File: config.mk
export PLATFORM = sky130hd
export DESIGN_NAME = dual_port_ram_arbiter
export DESIGN_NICKNAME = d
export VERILOG_FILES = /design/src/rtl/dual_port_ram_arbiter.sv
export SDC_FILE = /design/constraint.sdc
export NUM_CORES = 1
export LEC_CHECK = 0
export ABC_AREA = 0
export ABC_CLOCK_PERIOD_IN_PS = 4200
export CAP_MARGIN = 10
export CELL_PAD_IN_SITES_DETAIL_PLACEMENT = 1
export CELL_PAD_IN_SITES_GLOBAL_PLACEMENT = 1
export CORE_UTILIZATION = 11
export CTS_CLUSTER_SIZE = 25
export DETAILED_ROUTE_END_ITERATION = 10
export PLACE_DENSITY = 0.87
export SETUP_SLACK_MARGIN = 0.5
export SLEW_MARGIN = 20
export SYNTH_ARGS = -nofsm -noshare
export SYNTH_HDL_FRONTEND = slang
export SYNTH_SLANG_ARGS = --single-unit
File: constraint.sdc
create_clock -name clk -period 4.2 [get_ports clk]
set_input_delay 0.84 -clock clk [delete_from_list [all_inputs] [get_ports clk]]
set_output_delay 0.84 -clock clk [all_outputs]
set_load 0.05 [all_outputs]
File: src/rtl/dual_port_ram_arbiter.sv
// ---------------------------------------------------------------------------
// dual_port_ram_arbiter
//
// Front end for the register-file RAM (an external dual_port_ram). It shares
// the RAM's single write port between two requesters, A and B, using
// round-robin arbitration. It also sequences the synchronous read port.
//
// Optional feature: define DUAL_PORT_RAM_ARB_FWD_EN to forward write data to
// a read of the same address in the same cycle, which gives write-first
// results. Without the macro, a colliding read returns the RAM's old data.
//
// Ports
//   clk, reset_n                     clock, async active-low reset
//   wr_req_x/wr_addr_x/wr_data_x     write request from A/B; held until acked
//   wr_ack_x                         combinational grant, write commits now
//   rd_req, rd_addr                  read strobe and address
//   rd_data, rd_valid                read result one cycle after rd_req
//   ram_waddr/ram_raddr/ram_din      to the RAM
//   ram_write_en                     to the RAM
//   ram_dout                         from the RAM (registered read, old data
//                                    on a same-address collision)
// ---------------------------------------------------------------------------
module dual_port_ram_arbiter #(
   parameter int ADDR_WIDTH = 5,
   parameter int DATA_WIDTH = 33
) (
   input  logic                  clk,
   input  logic                  reset_n,
   input  logic                  wr_req_a,
   input  logic [ADDR_WIDTH-1:0] wr_addr_a,
   input  logic [DATA_WIDTH-1:0] wr_data_a,
   output logic                  wr_ack_a,
   input  logic                  wr_req_b,
   input  logic [ADDR_WIDTH-1:0] wr_addr_b,
   input  logic [DATA_WIDTH-1:0] wr_data_b,
   output logic                  wr_ack_b,
   input  logic                  rd_req,
   input  logic [ADDR_WIDTH-1:0] rd_addr,
   output logic [DATA_WIDTH-1:0] rd_data,
   output logic                  rd_valid,
   output logic [ADDR_WIDTH-1:0] ram_waddr,
   output logic [ADDR_WIDTH-1:0] ram_raddr,
   output logic [DATA_WIDTH-1:0] ram_din,
   output logic                  ram_write_en,
   input  logic [DATA_WIDTH-1:0] ram_dout
);

   // last_b = 1 means B received the most recent grant. Reset to B so that
   // A wins the first contention.
   logic last_b;
   logic grant_a, grant_b;

   // Under contention, the requester that was not granted last wins.
   assign grant_a = wr_req_a & (~wr_req_b | last_b);
   assign grant_b = wr_req_b & (~wr_req_a | ~last_b);

   assign wr_ack_a     = grant_a;
   assign wr_ack_b     = grant_b;
   assign ram_write_en = grant_a | grant_b;
   // With no grant, the address and data come from A. They are don't-care
   // because write_en is low.
   assign ram_waddr    = grant_b ? wr_addr_b : wr_addr_a;
   assign ram_din      = grant_b ? wr_data_b : wr_data_a;
   assign ram_raddr    = rd_addr;

   always_ff @(posedge clk or negedge reset_n) begin
      if (!reset_n)
         last_b <= 1'b1;
      else if (grant_a | grant_b)
         last_b <= grant_b;
   end

   // rd_primed keeps rd_data at 0 after reset until the first valid read.
   // Before that, the RAM output is uninitialised.
   logic rd_primed;
   always_ff @(posedge clk or negedge reset_n) begin
      if (!reset_n) begin
         rd_valid  <= 1'b0;
         rd_primed <= 1'b0;
      end else begin
         rd_valid  <= rd_req;
         if (rd_valid)
            rd_primed <= 1'b1;
      end
   end

   logic [DATA_WIDTH-1:0] rd_mux;

`ifdef DUAL_PORT_RAM_ARB_FWD_EN
   // Capture the granted write when it hits the address being read. On the
   // next cycle, the captured data replaces the RAM's old data.
   logic                  fwd_hit;
   logic [DATA_WIDTH-1:0] fwd_data;

   always_ff @(posedge clk or negedge reset_n) begin
      if (!reset_n) begin
         fwd_hit  <= 1'b0;
         fwd_data <= '0;
      end else begin
         fwd_hit <= rd_req & ram_write_en & (rd_addr == ram_waddr);
         if (rd_req & ram_write_en & (rd_addr == ram_waddr))
            fwd_data <= ram_din;
      end
   end

   assign rd_mux = fwd_hit ? fwd_data : ram_dout;
`else
   assign rd_mux = ram_dout;
`endif

   assign rd_data = (rd_valid | rd_primed) ? rd_mux : '0;

endmodule

After elaboration in Yosys (flattened, before gate mapping)
Index checks and enable logic that the tools add are counted.
W data, S select, Z words.
{"block": "word_totals", "n_memories": 0, "word_cells": 15, "register_bits": 3, "ram_bits": 0, "latchBits": 0, "romBits": 0, "input_bits": 119, "output_inout_bits": 80}
{"block": "classes", "n_div": 0, "order_cmp": 0, "reduce_logical": 0, "n_eq_ne": 0, "mul": 0, "n_bitwise": 9, "addsub": 0, "n_shift": 0, "muxes": 3}
{"op": "$mux W33", "count": 2}
{"op": "$mux W5", "count": 1}
{"op": "$or A1 B1 Y1", "count": 4}
{"op": "$not A1 Y1", "count": 3}
{"op": "$and A1 B1 Y1", "count": 2}

Depth between registers and ports, before layout
{"block": "logic_depth", "ltp_word": 4, "ltp_mapped": 4, "mapped_depth_nobuf": 2}

Worst setup path after synthesis
OpenSTA, ideal clock, no wires.
{"block": "synth_path", "path_type": "input port to output port", "start": "in wr_req_b", "end": "out ram_din[23]", "n_path_buf": 2, "arrival_ps": 1753, "setup_slack_ps": 1607, "required_time_ps": 3360, "stages": 4, "path_cell_list": "a21boi_2 buf_6 buf_12 mux2_4"}
{"block": "synth_between", "elab_chain_len": 2}
{"item": "start: declaration", "line": "33", "text": "input logic wr_req_b,"}
{"item": "$and A1 B1 Y1", "line": "55", "text": "assign grant_b = wr_req_b & (~wr_req_a | ~last_b);"}
{"item": "named net wr_ack_b", "line": "36", "text": "output logic wr_ack_b,"}
{"item": "$mux W33", "line": "63", "text": "assign ram_din = grant_b ? wr_data_b : wr_data_a;"}
{"item": "end: declaration", "line": "43", "text": "output logic [DATA_WIDTH-1:0] ram_din,"}
The timed path passes the listed nets, and every way through them passes these cells.

Worst setup path after layout
{"block": "layout_path", "start": "in wr_req_b", "end": "out wr_ack_b"}
{"block": "layout_between", "elab_chain_len": 1}
{"item": "$and A1 B1 Y1", "line": "55"}
{"item": "end: declaration", "line": "36"}
No other way between the ends.

==> results.cfg <==
[pwr]
p_total_uw = 585
power.density_nw_per_um2 = 202
ir_worst_vdd_mv = 0.169
leakage_nw = 1.24

[logic_synthesis]
yosysWarnings = 0
ys_ff_latch = 3
synth_nets = 213
syn-cell-area_um2 = 906
synth_cell_type_count = 17
yosysSeqAreaShare_pct = 8.43
synth_area_per_cell_um2 = 9.64
syn_inst = 94

[sta]
drv_slew = 0
hold_ws_ns = 0.497
tightest_slew_ns = 0.879
finalClockSkew_ns = 0.00112
setup_viol_count_final = 0
min_period_over_period_pct = 83.1
hold_viol_final = 0
post-route-min-period_ns = 3.49
tns_ns = 0
slew_headroom_pct = 41.3
worst_slack_ns = 0.709
fmax_mhz = 286
rsz0062_at_grt = no

[run]
cap_violations = 0

[place]
pre_cts_ws_ns = 0.456
dp_cells = 374
dpl.hpwl_um = 4250
portBuffers = 188
globalplace.congestion = 0.665

[cells_and_area]
n_fill_cell = 922
drive_above_1_share_pct = 17.0
layout.nets = 396
final_cell_mix = clkdlybuf4s50_1 (150), mux2_2 (29), dlygate4sd2_1 (29), nor2b_1 (17), and2b_1 (16)
multi_input_area_um2 = 737
antennaDiodeCount = 0
area_growth_pct = 219
final_cells = 378
register_area_um2 = 76.3
layout_commonest_cell = clkdlybuf4s50_1

[detailed_routing]
drt_iter0_drc = 18
routed_via_density = 3.74
postRouteAntennaNets = 0
wirelength_um = 4890
avgRoutedWirePerCell_um = 12.9
drc = 0
num_vias = 1415
drtPass1Iterations = 3

[critical_path]
startpoint = wr_req_b
reg2reg_depth = 2
worstPathArrival_ns = 2.65
start_kind = input port
cp-end-kind = output port
critPathMaxFanout = 39
cp-endpoint = wr_ack_b
crit_required_ns = 3.36
crit_type = in -> out
r2r_end = rd_primed
ff2ff_setup_slack_ns = 2.89
r2r-start = rd_valid

[global_route]
antenna_found_initial = 0
overflow = 0
grt_use_total_pct = 10.6
grt_max_degree = 40
grt_pass1_wl_um = 7300
grt_pass1_vias = 1528

[die]
num_rows = 32
core-area_um2 = 7850
die_h_um = 92.7
die_area_um2 = 8600
die_w_um = 92.7
io_pins = 199
initial_core_util_pct = 11.5

[clocking]
h-tree-depth = 1
cts_root_buf = clkbuf_8
cts_tree = yes
insertion_delay_ns = 0.21
clkSinkCount = 3
hold_buffers = 0
clk_path_buf_depth = 2
path_clk_slew_ns = 0.03
cts_buffers = 3

[min_path]
hold_class = reg -> reg

[status]
status = finished clean
## stage by stage
| stage | instance area (µm²) | util [%] |
|---|---|---|
| after global placement | 2860 | 36.4 |
| final | 2890 | 36.8 |
| after global routing | 2890 | 36.8 |
| after CTS | 2870 | 36.5 |
| after detailed placement | 2860 | 36.4 |
| after floorplan | 906 | - |
## flip-flops by register name, indices dropped and copies added, names as in the netlist
| signal | cells |
|---|---|
| rd_valid | 1 |
| rd_primed | 1 |
| last_b | 1 |
## metal layers
metal / track usage [%] / part of all wire (%)
met1: 10.4 / 34
met4: 2.18 / 0.27
met3: 2.71 / 10
met2: 21.8 / 55
met5: 0 / 0
## synth_stat cells
cell type / count / area (µm²)
and2_1: 1 / 6.26
and2b_1: 16 / 120
dfrtp_1: 2 / 50.1
inv_1: 2 / 7.51
buf_4: 7 / 52.6
dfstp_2: 1 / 26.3
a21boi_2: 1 / 11.3
clkbuf_1: 3 / 11.3
or2_2: 1 / 6.26
mux2_4: 9 / 135
buf_6: 1 / 11.3
nand2b_1: 1 / 6.26
buf_12: 1 / 20.0
o21ai_0: 1 / 5.00
nor2b_1: 17 / 106
mux2_2: 29 / 327
nor2_1: 1 / 3.75
## worst min-delay path by stage
stage                 from     end  depth (start not counted)
detailed placement  last_b  last_b                          2
floorplan           last_b  last_b                          2
finish              last_b  last_b                          2
global placement    last_b  last_b                          2
global route        last_b  last_b                          2
CTS                 last_b  last_b                          2
## report_power, final
group	switching, mW	internal, mW	leakage (nW)
combinational	0.258	0.211	1.18
clock	0.0172	0.0646	0.0228
sequential	0.00222	0.0322	0.0309
total	0.277	0.308	1.24
## critical path, stage by stage
cell             delay, ns
clkdlybuf4s50_1       0.49
a21boi_4              0.20
buf_12                0.24
clkdlybuf4s50_1       0.85
## cell families after synthesis
logic type	synth area share (%)
AND/OR/NAND/NOR	27.5
AO/OA/AOI/OAI	1.79
buffers and inverters	11.3
multiplexers	51.0
flip-flops	8.43
## layout make-up
| class | instances | area share (%) |
|---|---|---|
| inverters | 2 | 0.260 |
| repair buffers | 190 | 65.6 |
| flip-flops and latches | 3 | 2.64 |
| well taps | 102 | 4.42 |
| multi-input cells | 77 | 25.5 |
| clock buffers | 4 | 1.56 |
## timing repair
item                       in CTS  in global routing
gates resized for setup        29                  9
buffers inserted                0                  0
setup endpoints to repair      29                  9
(Power assumes the default switching activity.)
